$ cat src/rtl/seg7_scan_controller.sv
// Multiplexed scan controller for an N-digit common-anode 7-segment display.
// A shadow BCD value is committed to the displayed value only at frame boundaries.
module seg7_scan_controller #(
  parameter int NUM_DIGITS   = 4,
  parameter int REFRESH_DIV  = 1000,
  parameter int BLANK_CYCLES = 8
) (
  input  logic                    clk,
  input  logic                    rst,
  input  logic                    enable,
  input  logic                    load,
  input  logic [4*NUM_DIGITS-1:0] bcd_in,
  input  logic                    lz_suppress,
  output logic [6:0]              seg,
  output logic [NUM_DIGITS-1:0]   an,
  output logic                    frame_tick,
  output logic                    update_pending,
  output logic [1:0]              dbg_state_o
);

  localparam int CNT_MAX = (REFRESH_DIV > BLANK_CYCLES) ? REFRESH_DIV : BLANK_CYCLES;
  localparam int CW      = (CNT_MAX > 1) ? $clog2(CNT_MAX) : 1;
  localparam int IW      = $clog2(NUM_DIGITS);

  localparam logic [CW-1:0] BLANK_LAST = CW'(BLANK_CYCLES - 1);
  localparam logic [CW-1:0] SHOW_LAST  = CW'(REFRESH_DIV - 1);
  localparam logic [IW-1:0] LAST_IDX   = IW'(NUM_DIGITS - 1);

  typedef enum logic [1:0] {
    S_IDLE  = 2'd0,
    S_BLANK = 2'd1,
    S_SHOW  = 2'd2
  } state_e;

  state_e                  state_q, state_d;
  logic [IW-1:0]           idx_q, idx_d;
  logic [CW-1:0]           cnt_q, cnt_d;
  logic [4*NUM_DIGITS-1:0] shadow_q, shadow_d;
  logic [4*NUM_DIGITS-1:0] active_q, active_d;
  logic                    pending_q, pending_d;
  logic [6:0]              seg_q, seg_d;
  logic [NUM_DIGITS-1:0]   an_q, an_d;
  logic                    frame_tick_q, frame_tick_d;

  logic                    wrap;
  logic                    commit;
  logic [3:0]              dig [NUM_DIGITS];
  logic [NUM_DIGITS-1:0]   supp;
  logic                    lead;

  function automatic logic [6:0] encode(input logic [3:0] d);
    case (d)
      4'd0:    encode = 7'b0000001;
      4'd1:    encode = 7'b1001111;
      4'd2:    encode = 7'b0010010;
      4'd3:    encode = 7'b0000110;
      4'd4:    encode = 7'b1001100;
      4'd5:    encode = 7'b0100100;
      4'd6:    encode = 7'b0100000;
      4'd7:    encode = 7'b0001111;
      4'd8:    encode = 7'b0000000;
      4'd9:    encode = 7'b0000100;
      default: encode = 7'b1111111;
    endcase
  endfunction

  always_comb begin : fsm_next
    state_d = state_q;
    idx_d   = idx_q;
    cnt_d   = cnt_q;
    wrap    = 1'b0;
    if (!enable) begin
      state_d = S_IDLE;
      idx_d   = '0;
      cnt_d   = '0;
    end else begin
      case (state_q)
        S_IDLE: begin
          state_d = S_BLANK;
          idx_d   = '0;
          cnt_d   = '0;
        end
        S_BLANK: begin
          if (cnt_q == BLANK_LAST) begin
            state_d = S_SHOW;
            cnt_d   = '0;
          end else begin
            cnt_d = cnt_q + 1'b1;
          end
        end
        S_SHOW: begin
          if (cnt_q == SHOW_LAST) begin
            state_d = S_BLANK;
            cnt_d   = '0;
            if (idx_q == LAST_IDX) begin
              idx_d = '0;
              wrap  = 1'b1;
            end else begin
              idx_d = idx_q + 1'b1;
            end
          end else begin
            cnt_d = cnt_q + 1'b1;
          end
        end
        default: begin
          state_d = S_IDLE;
          idx_d   = '0;
          cnt_d   = '0;
        end
      endcase
    end
  end

  // A load on the commit edge still lands in the shadow after the old shadow moves over.
  always_comb begin : value_next
    commit    = pending_q & (wrap | (state_q == S_IDLE));
    active_d  = commit ? shadow_q : active_q;
    shadow_d  = load ? bcd_in : shadow_q;
    pending_d = load | (pending_q & ~commit);
  end

  // Leading zeros are judged from the most significant digit down; digit 0 always shows.
  always_comb begin : lz_scan
    lead = 1'b1;
    supp = '0;
    for (int i = 0; i < NUM_DIGITS; i++) begin
      dig[i] = active_d[4*i +: 4];
    end
    for (int i = NUM_DIGITS - 1; i > 0; i--) begin
      lead    = lead & (dig[i] == 4'd0);
      supp[i] = lz_suppress & lead;
    end
  end

  always_comb begin : out_next
    an_d         = '1;
    seg_d        = 7'b1111111;
    frame_tick_d = 1'b0;
    if (state_d == S_SHOW) begin
      an_d[idx_d]  = 1'b0;
      seg_d        = supp[idx_d] ? 7'b1111111 : encode(dig[idx_d]);
      frame_tick_d = (idx_d == LAST_IDX) && (cnt_d == SHOW_LAST);
    end
  end

  always_ff @(posedge clk) begin
    if (rst) begin
      state_q      <= S_BLANK;
      idx_q        <= '0;
      cnt_q        <= '0;
      shadow_q     <= '0;
      active_q     <= '0;
      pending_q    <= 1'b0;
      seg_q        <= 7'b1111111;
      an_q         <= '1;
      frame_tick_q <= 1'b0;
    end else begin
      state_q      <= state_d;
      idx_q        <= idx_d;
      cnt_q        <= cnt_d;
      shadow_q     <= shadow_d;
      active_q     <= active_d;
      pending_q    <= pending_d;
      seg_q        <= seg_d;
      an_q         <= an_d;
      frame_tick_q <= frame_tick_d;
    end
  end

  assign seg            = seg_q;
  assign an             = an_q;
  assign frame_tick     = frame_tick_q;
  assign update_pending = pending_q;
  assign dbg_state_o    = state_q;

endmodule

$ cat config.mk
export PLATFORM = sky130hd
export DESIGN_NAME = seg7_scan_controller
export DESIGN_NICKNAME = d
export VERILOG_FILES = /design/src/rtl/seg7_scan_controller.sv
export SDC_FILE = /design/constraint.sdc
export NUM_CORES = 1
export LEC_CHECK = 0
export ABC_CLOCK_PERIOD_IN_PS = 3600
export BUFFER_PORTS_ARGS = -buffer_cell sky130_fd_sc_hd__clkbuf_2
export CAP_MARGIN = 20
export CORE_ASPECT_RATIO = 1.4
export CORE_UTILIZATION = 50
export CTS_BUF_LIST = sky130_fd_sc_hd__clkbuf_4
export CTS_CLUSTER_DIAMETER = 150
export CTS_CLUSTER_SIZE = 12
export DETAILED_ROUTE_END_ITERATION = 8
export HOLD_SLACK_MARGIN = 0.03
export PLACE_DENSITY = 0.82
export SKIP_LAST_GASP = 1
export SLEW_MARGIN = 10
export SYNTH_ARGS = -nofsm -noshare
export SYNTH_HDL_FRONTEND = slang
export SYNTH_SLANG_ARGS = --single-unit
$ cat constraint.sdc
create_clock -name clk -period 3.6 [get_ports clk]
set_input_delay 0 -clock clk [delete_from_list [all_inputs] [get_ports clk]]
set_output_delay 0 -clock clk [all_outputs]
set_load 0.05 [all_outputs]
==> reports/metrics.csv <==
stage,metric,value,unit
outcome,outcome,"finished, final reports clean",
clock_network,CTS root buffer,clkbuf_4,
yosys,Post-synth EDFFs,0,
grt,gr usage total,21.4,%
yosys,sequential share of the synthesized area,42.4,%
power,VDD IR-drop max,238,µV
worst_setup_path,CP required,3.87,ns
detailed_routing,detailed-route DRC error count,0,
worst_setup_path,launching point of the worst reg2reg path,dbg_state_o[0]$_SDFF_PP1_,
detailed_routing,1st-pass router iterations,4,
finish,fin area,3260,µm²
placed_design,Port Buffers,35,
yosys,async set or reset register ratio after synthesis,0,%
detailed_routing,routed wire length,5.87,mm
power,leakage,1.46,nW
clock_network,number of setup buffers added after CTS,0,
worst_setup_path,slowest CP cell,nor3_1,
worst_setup_path,CP Launch Point,dbg_state_o[0]$_SDFF_PP1_,
worst_setup_path,Buf/Inv on CP,3,
detailed_routing,post-route ant nets,0,
clock_network,CTS max path bufs,2,
detailed_routing,vias,2270,
grt,largest net degree at the start of global routing,39,
sta,setup tns final,0,ns
clock_network,H-tree depth,3,
worst_setup_path,endpoint type of the worst setup path,register,
sta,crit share post-route,89.2,%
finish,nets@finish,387,
finish,fill count,483,
power,Pwr Density,357,nW/µm²
die,Core Region,5280,µm²
worst_setup_path,Critical Path Fanout Max,16,
clock_network,clk sinks,59,
detailed_routing,initial drt markers,116,
clock_network,post-cts resize count,0,
yosys,Yosys reg bits,59,
sta,"Slew Viols, Final",0,
yosys,prevailing post-synth register cell,dfxtp_1,
sta,pin slew with the least headroom to its limit,0.729,ns
sta,# setup viols final,0,
yosys,"Distinct cells, synth",53,
worst_setup_path,Worst Path Arrival,3.48,ns
die,area of the die,5880,µm²
detailed_routing,vias per inst,5.38,
worst_setup_path,kind of critical path,reg -> reg,
worst_setup_path,CP Depth,13,
worst_setup_path,Reg2Reg Capture Point,seg[0]$_SDFF_PP1_,
grt,first-pass GRT wire length,9.54,mm
die,Die Wd,65.1,µm
clock_network,cts bufs inserted,9,
placed_design,"Cell Area, Placed",3000,µm²
detailed_routing,DR WL/cell,13.9,µm
worst_setup_path,Worst R2R Path Depth,13,
yosys,synthesized instance count,300,
worst_setup_path,Crit path max-delay family,simple AND/OR/NAND/NOR gates,
die,die height,90.3,µm
die,FP Rows,31,
sta,minimum clock period after layout,3.21,ns
sta,Worst Skew,0.0169,ns
worst_setup_path,Worst setup SP type,register,
placed_design,dpl cells,392,
finish,share of layout cells above drive strength 1,18.3,%
sta,worst hold slack,0.0891,ns
finish,Final Non-Filler Cells,422,
sta,Max Freq,0.312,GHz
yosys,Syn Std Cell Area,2790,µm²
sta,Fin. Hold Viols,0,
sta,RSZ-0062 raised after global routing,no,
finish,area grow syn2layout,17.1,%
grt,grt ovf,0,
worst_setup_path,Critical Path End,seg[0]$_SDFF_PP1_,
yosys,yosys warns,0,
grt,initial antenna violation count,0,
die,Ports,36,
worst_setup_path,"Largest stage delay, worst path",0.50,ns
placed_design,gpl congestion,0.861,
clock_network,"Clk Latency, worst-skew pair",0.41,ns
worst_setup_path,Reg2Reg Setup Slack,0.39,ns
sta,Slew Limit Headroom,51.4,%
clock_network,clock-pin slew on the worst setup and hold paths,0.10,ns
finish,ANT cells,0,
hold_path,HP Class,in -> reg,
die,Initial Util,52.8,%
yosys,post-synth net total,333,
worst_setup_path,"Cell Chain, Critical Path",inv_1 > ha_1 > or3b_2 > nor4_1 > a211oi_4 > nor3_1 > a22oi_1 > o31ai_1 > buf_4 > inv_1 > ha_1 > nor3b_2 > o21ai_1,
yosys,syn_area_per_cell,9.28,µm²
clock_network,CTS tree,built,
hold_path,hold path depth,3,
run,Max Cap Violations,0,
placed_design,DP HPWL,4.06,mm
grt,vias in the first global route,2216,
==> final cells by class <==
class                           instances  area (µm²)  share of cell area [%]
Inverter                               10        37.5                    1.15
Clock buffer                           12        90.1                    2.76
Timing Repair Buffer                   56         375                    11.5
Sequential cell                        59        1180                    36.2
Tap cell                               66        82.6                    2.53
Clock inverter                          1        3.75                   0.115
Multi-Input combinational cell        218        1490                    45.7
==> state kept, by name (all words and copies together) (netlist names) <==
register / flops
active_q: 16
shadow_q: 16
cnt_q: 10
seg: 7
an: 4
dbg_state_o: 2
idx_q: 2
frame_tick: 1
update_pending: 1
==> how the worst min path moves through the flow <==
stage                                           end  slack [ns]         from
after floorplan            shadow_q[0]$_SDFFE_PP0P_        0.15    bcd_in[0]
after global placement    shadow_q[12]$_SDFFE_PP0P_        0.24   bcd_in[12]
after detailed placement   shadow_q[5]$_SDFFE_PP0P_        0.24    bcd_in[5]
after CTS                         seg[5]$_SDFF_PP1_        0.07  lz_suppress
after global routing              seg[0]$_SDFF_PP1_        0.10  lz_suppress
final                             seg[5]$_SDFF_PP1_        0.09  lz_suppress
==> power by group <==
part	internal, mW	total, mW	switching, mW
sequential	0.668	0.681	0.0133
clock	0.152	0.365	0.213
combinational	0.0553	0.117	0.0621
==> per-stage QoR <==
step | utilization [%] | setup slack [ns] | power (mW)
after global placement | 56.8 | 0.542 | 0.795
after detailed placement | 56.8 | 0.404 | 0.798
after global routing | 61.8 | 0.111 | 1.21
after floorplan | - | 0.101 | 0.769
final | 61.8 | 0.391 | 1.16
after CTS | 61.8 | 0.397 | 1.17
==> worst min-delay path: stages <==
cell,delay [ns]
clkbuf_2,0.09
a41oi_1,0.27
o21ai_1,0.10
==> cells by family (layout without fill, tap and decap cells) <==
kind of cell | Yosys count | after routing | synth area share, %
AO/OA/AOI/OAI | 46 | 46 | 12.8
XOR/XNOR | 8 | 8 | 2.52
adder cells (fa/ha/maj) | 12 | 12 | 5.39
buffers and inverters | 23 | 79 | 4.09
flip-flops | 59 | 59 | 42.4
multiplexers | 35 | 35 | 12.7
AND/OR/NAND/NOR | 117 | 117 | 20.1
==> layer usage <==
layer | part of all wire, % | track usage (%)
met5 | 0 | 0
met4 | 2.4 | 11.1
met3 | 4.2 | 6.19
met2 | 51 | 37.4
met1 | 42 | 22.8
==> synthesized netlist by cell type, drive strengths merged (6+ instances only) <==
library cell / instances / share of area [%]
mux2i: 33 / 12
dfxtp: 59 / 42
buf: 6 / 1.8
nand2: 24 / 3.2
a21oi: 13 / 2.5
nand3: 10 / 1.8
ha: 12 / 5.4
nor4: 6 / 1.3
o21ai: 9 / 1.6
nor2: 48 / 6.5
clkbuf: 7 / 0.94
inv: 10 / 1.3
==> cells in the final DEF (no fill, tap or decap), drive strengths merged, types with 3 or more instances in the layout <==
cell and count:
nand3 10, mux2i 33, o41ai 3, nor2b 4, dlygate4sd3 17, a21oi 13, clkbuf 47, nand2b 4
nor4 6, inv 10, buf 4, nor2 48, a31oi 3, or2 3, o21ai 9, nor3 3
nand2 24, xor2 5, ha 12, xnor2 3, dfxtp 59
==> what timing repair did <==
item | CTS | global route
endpoints found under the hold margin | 17 | 0
setup endpoints to repair | 0 | 0
hold buffers | 17 | 0
No activity file was read; power rests on OpenSTA's default activity.
